===== src/rtl/clic_gateway.sv =====
// rtl/clic_gateway.sv - per-source CLIC interrupt gateway: sync, trigger shaping, edge-pending state
`timescale 1ns/1ps
module clic_gateway #(
  parameter int  N_SOURCE   = 256,
  parameter int  SyncStages = 2,
  localparam int IdxWidth   = $clog2(N_SOURCE)
) (
  input  logic                     clk_i,
  input  logic                     rst_ni,
  input  logic [N_SOURCE-1:0]      intr_src_i,
  input  logic [N_SOURCE-1:0][1:0] trig_i,
  input  logic [N_SOURCE-1:0]      claim_i,
  output logic [N_SOURCE-1:0]      ip_o,
  output logic [N_SOURCE-1:0]      le_o,
  input  logic                     sw_we_i,
  input  logic                     sw_re_i,
  input  logic [IdxWidth-1:0]      sw_idx_i,
  input  logic                     sw_wdata_i,
  output logic                     sw_rvalid_o,
  output logic [1:0]               sw_rdata_o,
  output logic [N_SOURCE-1:0]      missed_o
);

  logic [N_SOURCE-1:0] s, pol, p, edge_det;
  logic [N_SOURCE-1:0] prev_q, edge_q, ip_q, ip_d, missed_q, missed_d;
  logic                sw_rvalid_q;
  logic [1:0]          sw_rdata_q, rd_sel;

  if (SyncStages == 0) begin : g_no_sync
    assign s = intr_src_i;
  end else begin : g_sync
    logic [N_SOURCE-1:0] sync_q [SyncStages];

    always_ff @(posedge clk_i or negedge rst_ni) begin
      if (!rst_ni) begin
        for (int k = 0; k < SyncStages; k++) sync_q[k] <= '0;
      end else begin
        sync_q[0] <= intr_src_i;
        for (int k = 1; k < SyncStages; k++) sync_q[k] <= sync_q[k-1];
      end
    end

    assign s = sync_q[SyncStages-1];
  end

  always_comb begin
    le_o = '0;
    pol  = '0;
    for (int i = 0; i < N_SOURCE; i++) begin
      le_o[i] = trig_i[i][0];
      pol[i]  = trig_i[i][1];
    end
  end

  // Polarity is folded in before edge detection so falling-edge sources look like rising ones
  assign p        = s ^ pol;
  assign edge_det = p & ~prev_q;

  always_comb begin
    ip_d     = ip_q;
    missed_d = missed_q;
    for (int i = 0; i < N_SOURCE; i++) begin
      if (!le_o[i]) begin
        ip_d[i] = p[i];
      end else if (!edge_q[i]) begin
        // Entering edge mode discards level-era state; only a fresh edge survives
        ip_d[i]     = edge_det[i];
        missed_d[i] = 1'b0;
      end else begin
        if (edge_det[i]) begin
          ip_d[i] = 1'b1;
        end else if (sw_we_i && (sw_idx_i == IdxWidth'(i))) begin
          ip_d[i] = sw_wdata_i;
        end else if (claim_i[i]) begin
          ip_d[i] = 1'b0;
        end

        if (edge_det[i] && ip_q[i] && !claim_i[i]) begin
          missed_d[i] = 1'b1;
        end else if (sw_we_i && (sw_idx_i == IdxWidth'(i))) begin
          missed_d[i] = 1'b0;
        end
      end
    end
  end

  // Indices beyond N_SOURCE match no entry and therefore read as zero
  always_comb begin
    rd_sel = '0;
    for (int i = 0; i < N_SOURCE; i++) begin
      if (sw_idx_i == IdxWidth'(i)) rd_sel = {missed_q[i], ip_q[i]};
    end
  end

  always_ff @(posedge clk_i or negedge rst_ni) begin
    if (!rst_ni) begin
      prev_q      <= '0;
      edge_q      <= '0;
      ip_q        <= '0;
      missed_q    <= '0;
      sw_rvalid_q <= 1'b0;
      sw_rdata_q  <= '0;
    end else begin
      prev_q      <= p;
      edge_q      <= le_o;
      ip_q        <= ip_d;
      missed_q    <= missed_d;
      sw_rvalid_q <= sw_re_i;
      if (sw_re_i) sw_rdata_q <= rd_sel;
    end
  end

  assign ip_o        = ip_q;
  assign missed_o    = missed_q;
  assign sw_rvalid_o = sw_rvalid_q;
  assign sw_rdata_o  = sw_rdata_q;

endmodule


===== config.mk =====
export PLATFORM = sky130hd
export DESIGN_NAME = clic_gateway
export DESIGN_NICKNAME = d
export VERILOG_FILES = /design/src/rtl/clic_gateway.sv
export SDC_FILE = /design/constraint.sdc
export NUM_CORES = 2
export LEC_CHECK = 0
export ABC_AREA = 1
export CORE_AREA = 3 3 707 709
export CTS_BUF_LIST = sky130_fd_sc_hd__clkbuf_4
export CTS_CLUSTER_SIZE = 28
export DETAILED_ROUTE_END_ITERATION = 10
export DIE_AREA = 0 0 710 712
export SYNTH_ARGS = -nofsm -noshare
export SYNTH_HDL_FRONTEND = slang
export SYNTH_SLANG_ARGS = --single-unit

===== constraint.sdc =====
create_clock -name clk_i -period 8.8 [get_ports clk_i]
set_input_delay 1.76 -clock clk_i [delete_from_list [all_inputs] [get_ports clk_i]]
set_output_delay 1.76 -clock clk_i [all_outputs]
set_load 0.01 [all_outputs]

==> results.yml <==
critical_path:
  worstPathMaxFanout: 6
  crit_slowest_cell: "nor2_4"
  path_class: "input pin to register"
  cp_common_cell: "nand4_1"
  crit_path_start_kind: "input pin"
  r2r-end: "sw_rdata_o[0]"
  required_ns: 10.15
  crit_arrival_ns: 16.40
  setup.worst_path.end_class: "register"
  r2r-start: "ip_o[1]"
  regToRegSetupSlack_ns: -6.06
  max_stage_delay_ns: 0.18
  rr_worst_depth: 141
cts:
  cts_tree: "yes"
  h-tree-depth: 5
  worstSkewPairLatency_ns: 1.55
  cts_buffers: 450
  clk_pin_slew_ns: 0.08
  cts.sinks: 1539
  root_buffer: "clkbuf_4"
  cts_max_path_buffers: 4
sta:
  setup_viol: 2
  layout_min_cycle_time_ns: 15.05
  worst_pin_slew_ns: 1.29
  worst_slack_ns: -6.25
  rsz0062_at_grt: "true"
  max_freq_mhz: 66.4
  hold_viol: 0
  final.period_utilization: 1.71
  clock_skew_ns: 0.215
  slew_headroom: 0.138
  finalMaxSlewViolations: 0
synth:
  synth_edf_count: 0
  synth.yosys.seq_area_share: 0.578
  synth_area_leader_cell: "dfrtp_1"
  synth_seq_cells: 1539
  synthTopCellsByArea: "dfrtp_1, nand2_1, inv_1"
  synthTopCellsByCount: "dfrtp_1, nand2_1, inv_1"
  synth_top_area_share: 0.578
  synth_cell_type_count: 35
  synth_warnings: 0
  yosysMostFrequentCell: "dfrtp_1"
  syn-cell-area_mm2: 0.0666
  ys.flop_type: "dfrtp_1"
  synth_cells: 7393
  synth_fp_nets: 8430
  synthArstFlopShare: 1.00
  synth.avg_cell_area_um2: 9.01
place:
  gp_congestion: 1.03
  place_inst: 15900
  dp_hpwl_um: 459000
  place_area_mm2: 0.0955
  portBuffers: 1807
die:
  core_region_area_mm2: 0.494
  fp.dieW_um: 710
  io_pins: 1808
  rows: 258
  fp.dieH_um: 712
  die_area_mm2: 0.506
  initial_core_util: 0.135
routing:
  wirelength_um: 536000
  avgRoutedWirePerCell_um: 31.7
  route.detailed.drc: 0
  dr.pass1.iters: 5
  route.vias.total: 66900
  vias_per_cell: 3.95
  drtIter0Drc: 5545
  postRouteAntennaNets: 0
worst_hold_path:
  min_to: "s[117]"
  hp-class: "register to register"
  hold_start: "g_sync.sync_q[373]"
  hold-path-cell-count: 0
grt:
  grt_first_pass_wirelength_um: 670000
  grtUsageMet2: 0.313
  first_global_vias: 65100
  grtUsageMet1: 0.215
  busiest_layer: "met2"
  grt_max_degree: 158
  grt.total_usage: 0.205
  antenna_found_initial: 450
  overflow: 0
  use_met3: 0.112
run_status:
  failed_checks: "setup timing"
  status: "finished, violations left"
final_layout:
  instances_no_fill: 16900
  areaGrowthSynthToFinish_pct: 53.1
  finalNetCount: 10900
  stdcell_area_mm2: 0.102
  drive_above_1_share: 0.138
power_and_ir_drop:
  irDropWorstVdd_uv: 136
  p_leak_nw: 44.2
  power_density_mw_per_mm2: 182
run:
  drv_cap: 0
through the flow:
step	util	power [mW]	setup WS, ns	setup TNS, ns	hold slack (ns)
finish	0.207	18.6	-6.25	-11.23	0.202
global route	0.206	19.4	-7.66	-13.79	0.202
CTS	0.205	18.9	-6.16	-11.89	0.116
detailed placement	0.194	11.6	-8.98	-16.78	0.335
global placement	0.194	11.6	-9.14	-17.15	0.332
floorplan	-	9.06	-2.47	-4.38	0.331
what timing repair did:
action | 4_1_cts | 5_1_grt
hold endpoints to repair | 16 | 0
buffers inserted | 1 | 5
pin swaps | 92 | 91
gates resized for setup | 92 | 25
hold buffers | 1 | 0
endpoints found under the setup margin | 2 | 2
metal layers:
layer | part of all wire | up-vias
met1 | 0.36 | 32000
met5 | 0.0032 | -
met2 | 0.43 | 3898
met4 | 0.082 | 238
li1 | - | 29400
met3 | 0.13 | 1466
worst max-delay path, delay by kind of cell:
family | cells | cell delay (ns)
buffers and inverters | 11 | 1.41
and+or+nand+nor | 134 | 13.13
cells in the final DEF, fill, tap and decap left out, types with 9 or more instances in the layout:
cell type and instances:
a311oi_1 24, mux2i_1 15, or2_2 17, a22oi_1 66
a21oi_1 227, a41oi_1 9, clkinv_1 110, inv_1 1205
clkbuf_4 628, xnor2_1 252, inv_2 10, nor2_2 25
diode_2 204, clkdlybuf4s50_1 1796, o22a_1 18, dfrtp_1 1539
nand3_1 214, and3_1 11, a2111oi_0 37, nand2_2 17
inv_4 12, nor2_1 750, buf_4 562, clkinv_2 26
nor4_1 101, o22ai_1 172, o31ai_1 48, buf_12 32
buf_6 17, o21ai_0 228, nand2_1 1263, nor3_1 452
nand4_1 273
cell type report:
type | count | area, µm²
Timing Repair Buffer | 2410 | 23100
Antenna cell | 204 | 510
Fill cell | 54200 | 392000
Clock inverter | 155 | 885
Clock buffer | 628 | 4710
Sequential cell | 1539 | 38500
Multi-Input combinational cell | 4261 | 21500
Tap cell | 6500 | 8130
Inverter | 1235 | 4680
cell families (layout without fill, tap and decap cells):
kind of cell	Yosys count	after routing	synth area share
and+or+nand+nor	3149	3149	0.206
other	0	204	0
muxes	15	15	0.00225
buffers and inverters	1593	4428	0.104
DFF	1539	1539	0.578
AOI/OAI and AO/OA	841	841	0.0761
xor gates and xnor gates	256	256	0.0337
flip-flops by register name (all words and copies together) (netlist names):
name	flops
edge_q	256
g_sync.sync_q	256
ip_o	256
missed_o	256
prev_q	256
s	256
sw_rdata_o	2
sw_rvalid_o	1
worst max-delay path by stage:
stage                start  cells past startpoint  slack, ns       endpoint
3_5_place_dp   sw_idx_i[3]                    145      -8.98  sw_rdata_o[0]
6_report       sw_idx_i[5]                    145      -6.25  sw_rdata_o[0]
4_1_cts            ip_o[1]                    141      -6.16  sw_rdata_o[0]
2_1_floorplan  sw_idx_i[1]                    136      -2.47  sw_rdata_o[0]
3_3_place_gp   sw_idx_i[2]                    145      -9.14  sw_rdata_o[0]
5_1_grt        sw_idx_i[5]                    145      -7.66  sw_rdata_o[0]
power breakdown:
part / internal (mW) / switching, mW / leakage, nW
clock: 3.47 / 3.60 / 3.34
combinational: 1.47 / 2.02 / 22.4
sequential: 7.60 / 0.404 / 18.5
total: 12.5 / 6.02 / 44.2
(Power assumes the default switching activity.)
